[src/rtl/alu_req_master.sv]
// -----------------------------------------------------------------------------
// alu_req_master
// Initiator side of the 4-bit ALU operand/select/result interface. Tagged
// commands are accepted on an upstream valid/ready port and driven onto
// alu_a/alu_b/alu_sel. After the fixed ALU latency, alu_result is captured
// into a show-ahead response FIFO. Results are returned in issue order,
// together with their tag, on a downstream valid/ready port.
// Issue is credit-limited, so every in-flight op always has a FIFO slot.
//
// Optional feature: define ALU_REQ_CHECK_EN to enable the capture-stage
// reference model that drives the sticky chk_err flag. When the macro is
// undefined, chk_err is tied to 0.
//
// Ports
//   clk                     clock, all logic on posedge
//   rst                     synchronous reset, active-low
//   cmd_valid/ready         upstream handshake
//   cmd_a/b/op/tag          operands, ALU select code, opaque tag
//   alu_rst                 active-high reset to the ALU (= ~rst)
//   alu_a/b/sel             registered ALU inputs
//   alu_result              registered ALU result
//   rsp_valid/ready         downstream handshake
//   rsp_result/tag          captured result and its tag
//   chk_err                 sticky reference-model mismatch flag
// -----------------------------------------------------------------------------

// Overflow checker for the response FIFO.
module alu_req_master_chk (
    input  logic clk,
    input  logic rst,
    input  logic push,
    input  logic full
);
    // A capture must never land on a full FIFO; the credit scheme forbids it.
    a_no_overflow: assert property (@(posedge clk) disable iff (!rst) !(push && full));
endmodule

module alu_req_master #(
    parameter int TAG_W     = 4,
    parameter int RSP_DEPTH = 4,
    parameter int ALU_LAT   = 1
) (
    input  logic             clk,
    input  logic             rst,
    input  logic             cmd_valid,
    output logic             cmd_ready,
    input  logic [3:0]       cmd_a,
    input  logic [3:0]       cmd_b,
    input  logic [2:0]       cmd_op,
    input  logic [TAG_W-1:0] cmd_tag,
    output logic             alu_rst,
    output logic [3:0]       alu_a,
    output logic [3:0]       alu_b,
    output logic [2:0]       alu_sel,
    input  logic [5:0]       alu_result,
    output logic             rsp_valid,
    input  logic             rsp_ready,
    output logic [5:0]       rsp_result,
    output logic [TAG_W-1:0] rsp_tag,
    output logic             chk_err
);
    localparam int AW  = $clog2(RSP_DEPTH);
    localparam int CW  = AW + 1;
    // Stage 0 is loaded at the issue edge; the last stage marks the capture edge.
    localparam int NST = ALU_LAT + 1;
    localparam logic [CW-1:0] ONE_C   = CW'(1);
    localparam logic [CW:0]   DEPTH_C = (CW+1)'(RSP_DEPTH);

    logic                run_r;
    logic [NST-1:0]      pipe_vld_r;
    logic [TAG_W-1:0]    pipe_tag_r [NST];
    logic [CW-1:0]       inflight_r;
    logic [CW-1:0]       wr_ptr_r;
    logic [CW-1:0]       rd_ptr_r;
    logic [5:0]          mem_res_r [RSP_DEPTH];
    logic [TAG_W-1:0]    mem_tag_r [RSP_DEPTH];
    logic                issue_s;
    logic                capture_s;
    logic                pop_s;
    logic                empty_s;
    logic                full_s;
    logic [CW-1:0]       fifo_cnt_s;
    logic [CW:0]         used_s;

`ifdef ALU_REQ_CHECK_EN
    logic [3:0]          pipe_a_r   [NST];
    logic [3:0]          pipe_b_r   [NST];
    logic [2:0]          pipe_sel_r [NST];
    logic                chk_err_r;

    // Golden ALU: operands zero-extended to 6 bits, result mod 64.
    function automatic logic [5:0] alu_ref(input logic [3:0] a, input logic [3:0] b,
                                           input logic [2:0] sel);
        logic [5:0] ea;
        logic [5:0] eb;
        logic [5:0] r;
        ea = {2'b00, a};
        eb = {2'b00, b};
        case (sel)
            3'b000:  r = ea + eb;
            3'b001:  r = ea | eb;
            3'b010:  r = ea & eb;
            3'b011:  r = ea ^ eb;
            3'b100:  r = ~(ea ^ eb);
            3'b101:  r = ~(ea & eb);
            3'b110:  r = ~(ea | eb);
            3'b111:  r = ea - eb;
            default: r = 6'h00;
        endcase
        return r;
    endfunction
`endif

    assign alu_rst    = ~rst;
    assign issue_s    = cmd_valid && cmd_ready;
    assign capture_s  = pipe_vld_r[NST-1];
    assign pop_s      = rsp_valid && rsp_ready;
    assign empty_s    = (wr_ptr_r == rd_ptr_r);
    assign full_s     = (wr_ptr_r[AW] != rd_ptr_r[AW]) &&
                        (wr_ptr_r[AW-1:0] == rd_ptr_r[AW-1:0]);
    assign fifo_cnt_s = wr_ptr_r - rd_ptr_r;
    assign used_s     = {1'b0, inflight_r} + {1'b0, fifo_cnt_s};

    // Credit check from registered state only, so a pop frees a slot one cycle later.
    // run_r keeps cmd_ready low while reset is held.
    always_comb begin
        if (run_r && (used_s < DEPTH_C)) begin
            cmd_ready = 1'b1;
        end else begin
            cmd_ready = 1'b0;
        end
    end

    // Show-ahead FIFO head, forced to zero when empty.
    always_comb begin
        rsp_valid = !empty_s;
        if (!empty_s) begin
            rsp_result = mem_res_r[rd_ptr_r[AW-1:0]];
            rsp_tag    = mem_tag_r[rd_ptr_r[AW-1:0]];
        end else begin
            rsp_result = 6'h00;
            rsp_tag    = '0;
        end
    end

    // Issue register, tag pipe and in-flight counter.
    always_ff @(posedge clk) begin
        if (!rst) begin
            run_r      <= 1'b0;
            alu_a      <= 4'h0;
            alu_b      <= 4'h0;
            alu_sel    <= 3'h0;
            pipe_vld_r <= '0;
            inflight_r <= '0;
            for (int i = 0; i < NST; i++) begin
                pipe_tag_r[i] <= '0;
            end
        end else begin
            run_r <= 1'b1;
            if (issue_s) begin
                alu_a   <= cmd_a;
                alu_b   <= cmd_b;
                alu_sel <= cmd_op;
            end
            pipe_vld_r    <= {pipe_vld_r[NST-2:0], issue_s};
            pipe_tag_r[0] <= cmd_tag;
            for (int i = 1; i < NST; i++) begin
                pipe_tag_r[i] <= pipe_tag_r[i-1];
            end
            case ({issue_s, capture_s})
                2'b10:   inflight_r <= inflight_r + ONE_C;
                2'b01:   inflight_r <= inflight_r - ONE_C;
                default: inflight_r <= inflight_r;
            endcase
        end
    end

    // Response FIFO: push on capture, pop on downstream handshake.
    always_ff @(posedge clk) begin
        if (!rst) begin
            wr_ptr_r <= '0;
            rd_ptr_r <= '0;
            for (int i = 0; i < RSP_DEPTH; i++) begin
                mem_res_r[i] <= 6'h00;
                mem_tag_r[i] <= '0;
            end
        end else begin
            if (capture_s) begin
                mem_res_r[wr_ptr_r[AW-1:0]] <= alu_result;
                mem_tag_r[wr_ptr_r[AW-1:0]] <= pipe_tag_r[NST-1];
                wr_ptr_r                    <= wr_ptr_r + ONE_C;
            end
            if (pop_s) begin
                rd_ptr_r <= rd_ptr_r + ONE_C;
            end
        end
    end

`ifdef ALU_REQ_CHECK_EN
    // Operand pipe alongside the tag pipe, plus the sticky mismatch flag.
    always_ff @(posedge clk) begin
        if (!rst) begin
            chk_err_r <= 1'b0;
            for (int i = 0; i < NST; i++) begin
                pipe_a_r[i]   <= 4'h0;
                pipe_b_r[i]   <= 4'h0;
                pipe_sel_r[i] <= 3'h0;
            end
        end else begin
            pipe_a_r[0]   <= cmd_a;
            pipe_b_r[0]   <= cmd_b;
            pipe_sel_r[0] <= cmd_op;
            for (int i = 1; i < NST; i++) begin
                pipe_a_r[i]   <= pipe_a_r[i-1];
                pipe_b_r[i]   <= pipe_b_r[i-1];
                pipe_sel_r[i] <= pipe_sel_r[i-1];
            end
            if (capture_s && (alu_result != alu_ref(pipe_a_r[NST-1], pipe_b_r[NST-1],
                                                    pipe_sel_r[NST-1]))) begin
                chk_err_r <= 1'b1;
            end
        end
    end
    assign chk_err = chk_err_r;
`else
    assign chk_err = 1'b0;
`endif

    alu_req_master_chk u_chk (
        .clk  (clk),
        .rst  (rst),
        .push (capture_s),
        .full (full_s)
    );
endmodule

[config.mk]
export PLATFORM = sky130hd
export DESIGN_NAME = alu_req_master
export DESIGN_NICKNAME = d
export VERILOG_FILES = /design/src/rtl/alu_req_master.sv
export SDC_FILE = /design/constraint.sdc
export NUM_CORES = 1
export LEC_CHECK = 0
export BUFFER_PORTS_ARGS = -buffer_cell sky130_fd_sc_hd__buf_2
export CAP_MARGIN = 20
export CORE_MARGIN = 4
export CORE_UTILIZATION = 39
export CTS_CLUSTER_SIZE = 12
export DETAILED_ROUTE_END_ITERATION = 16
export GPL_ROUTABILITY_DRIVEN = 0
export GPL_TIMING_DRIVEN = 0
export HOLD_SLACK_MARGIN = 0.08
export SLEW_MARGIN = 25
export SYNTH_ARGS = -nofsm -noshare
export SYNTH_HDL_FRONTEND = slang
export SYNTH_SLANG_ARGS = --single-unit
[constraint.sdc]
create_clock -name clk -period 8.4 [get_ports clk]
set_clock_uncertainty 0.05 [all_clocks]
set_input_delay 1.68 -clock clk [delete_from_list [all_inputs] [get_ports clk]]
set_output_delay 1.68 -clock clk [all_outputs]
set_load 0.02 [all_outputs]
==> summary.txt <==
status: finished clean
clock net sink count: 73
Post-Syn Nets: 292
largest net degree at the start of global routing: 12
Critical R2R Capture: inflight_r[2]$_SDFFE_PN0P_
post-route cell area: 0.003750 sq mm
worst min path class: flop to flop
leakage dissipation: 1.569 nW
IO buf count: 48
Tightest Pin Transition: 0.6374 ns
dpl cell area: 0.003578 sq mm
Final Hold Viols: 0
RSZ-0062 raised after global routing: false
top cell type's share of synthesized area: 37.41%
CTS resizes: 0
Storage cell area: 0.001862 sq mm
top_reg_cell synth: edfxtp_1
Tcrit/Tclk final: 52.94%
post-synthesis cell area: 0.003211 sq mm
worst skew pair latency: 0.33 ns
f_max: 224.9 MHz
io pins: 50
number of synthesized flops with an enable pin: 40
Worst Hold Depth: 1
Ys Warns: 0
row cnt: 32
n_diodes: 0
Critical Path RT: 6.67 ns
Design Power: 721.5 uW
#FFs+latches synth: 73
antenna violations before repair: 0
Vias/cell: 4.637
core area: 0.007848 sq mm
r2r startpoint: wr_ptr_r[0]$_SDFFE_PN0P_
Final Net Count: 351
DR WL/cell: 14.23 microns
Rel. slew slack: 57.51%
FF-to-FF path depth: 16
synth unique cells: 34
clock buffer depth: 2
FFs w/ async S/R, synth: 0%
Multi-input gate area: 0.001226 sq mm
Seq/Total Area, Yosys: 57.99%
Final setup viols: 0
Layout fillers: 732
Initial Util: 40.91%
first-pass GRT wire length: 10,060 microns
CTS Hold Bufs: 0
vias in the first global route: 2,000
Avg Inst Size Synth: 12.44 sq um
CTS tree: built
DR pass1 iterations: 4
Critical Path AT: 2.72 ns
total negative slack: 0 ns
post-layout minimum cycle time: 4.447 ns
Slew Limit Fails: 0
Hold Startpoint: pipe_tag_r[0][2]$_SDFF_PN0_
Critical Path End Type: output port
DIE WIDTH: 98.73 microns
Setup Buffers After CTS: 0
Crit Path Class: flop to output port
GR Overflow Total: 0
Hold EP: pipe_tag_r[0][6]$_SDFF_PN0_
DR DRC count: 0
DRT iter0 DRCs: 69
gr usage total: 13.27%
final WL: 6033 microns
biggest area consumer among synthesized cells: edfxtp_1
DRT antenna net count: 0
die height: 98.73 microns
vias post-DR: 1,966
R2R Setup Slk: 4.61 ns
crit start category: flop
pwr dens: 192.4 mW/mm^2
Clock transition at path regs: 0.07 ns
die area: 0.009748 sq mm
Critical Path Fanout Max: 6
share of cells above drive strength 1: 23.60%
Syn-to-layout area delta: 16.80%
largest cells by area after synthesis: edfxtp_1 (37%), dfxtp_1 (21%), and2_1 (8.2%)
Core Util, Final: 47.78%
TritonCTS Buffers: 9
Worst IR Drop VDD: 0.08384 mV
max cap viols: 0
CTS root buf: clkbuf_8
cell count after synthesis: 258
post-DP HPWL: 4047 microns
H-tree levels: 3
[how the worst max path moves through the flow]
stage                                         from        end  slack (ns)  cells after the start
final                     wr_ptr_r[0]$_SDFFE_PN0P_  cmd_ready        3.95                      9
after global placement                         rst    alu_rst        4.24                      4
after floorplan           wr_ptr_r[0]$_SDFFE_PN0P_  cmd_ready        4.33                      8
after detailed placement                       rst    alu_rst        4.24                      4
after global routing      wr_ptr_r[0]$_SDFFE_PN0P_  cmd_ready        3.78                      9
after CTS                 wr_ptr_r[0]$_SDFFE_PN0P_  cmd_ready        3.92                      9
[through the flow]
stage	hold WS, ns	std cells	setup WS (ns)
2_1_floorplan	0.3619	258	4.332
3_3_place_gp	0.3639	408	4.237
5_1_grt	0.4062	424	3.784
6_report	0.3828	424	3.953
3_5_place_dp	0.3685	408	4.240
4_1_cts	0.3844	424	3.918
[worst max-delay path, cell delays in order, from the launching register on]
cell,delay [ns]
dfxtp_1,0.37
inv_1,0.10
ha_1,0.14
inv_1,0.04
fa_1,0.37
xor2_1,0.18
ha_1,0.28
or4b_4,0.56
a31oi_1,0.15
buf_2,0.18
[cell usage after synthesis (4+ instances only)]
library cell and count:
dfxtp_1 33, and2_1 42, mux2i_1 15, nand2_1 28
ha_1 7, and3_1 10, inv_1 12, nand2b_1 4
nor2_1 6, edfxtp_1 40, mux4_2 10, clkbuf_1 11
xor2_1 4, nor2b_1 10
[power breakdown]
part	internal, mW	switching [mW]	leakage (nW)
Sequential	0.392	0.00725	0.683
Combinational	0.0334	0.0460	0.798
Clock	0.124	0.120	0.0877
[metal layers]
layer	GRT usage, %	vias up	share of wire, %
met3	3.680	9	5.6
met4	5.672	0	1.5
met2	20.12	50	44
li1	-	997	-
met5	0	-	0
met1	17.88	910	49
[logic make-up after synthesis]
kind of cell	after synthesis	synth area share (%)
AO/OA/AOI/OAI	8	2.182
XOR/XNOR	6	1.637
adder cells (fa/ha/maj)	9	3.975
buffers and inverters	28	3.819
flip-flops	73	57.99
multiplexers	25	11.69
other	1	0.1168
AND/OR/NAND/NOR	108	18.59
[layout by cell type (no fill, tap or decap), types with 4 or more instances in the layout]
cell type,count
buf_2,50
and2_1,42
edfxtp_1,40
dfxtp_1,33
nand2_1,28
clkbuf_1,15
mux2i_1,15
inv_1,12
clkbuf_8,11
mux4_2,10
nor2b_1,10
and3_1,10
ha_1,7
nor2_1,6
xor2_1,4
nand2b_1,4
[sequential cells by signal (all words and copies together) (netlist names), named ones only]
name	flops
alu_a	4
alu_b	4
alu_sel	3
inflight_r	3
mem_res_r	24
mem_tag_r	16
pipe_tag_r	8
pipe_vld_r	2
rd_ptr_r	3
run_r	1
wr_ptr_r	3
[cell type report]
class	instances	share of cell area, %
sequential	73	49.65
clock buffer	15	4.438
clock inverter	1	0.1335
timing repair buffer	48	6.406
buffer	15	1.969
tap	102	3.403
inverter	13	1.301
multi-input combinational	157	32.70
No activity file was read; power rests on OpenSTA's default activity.
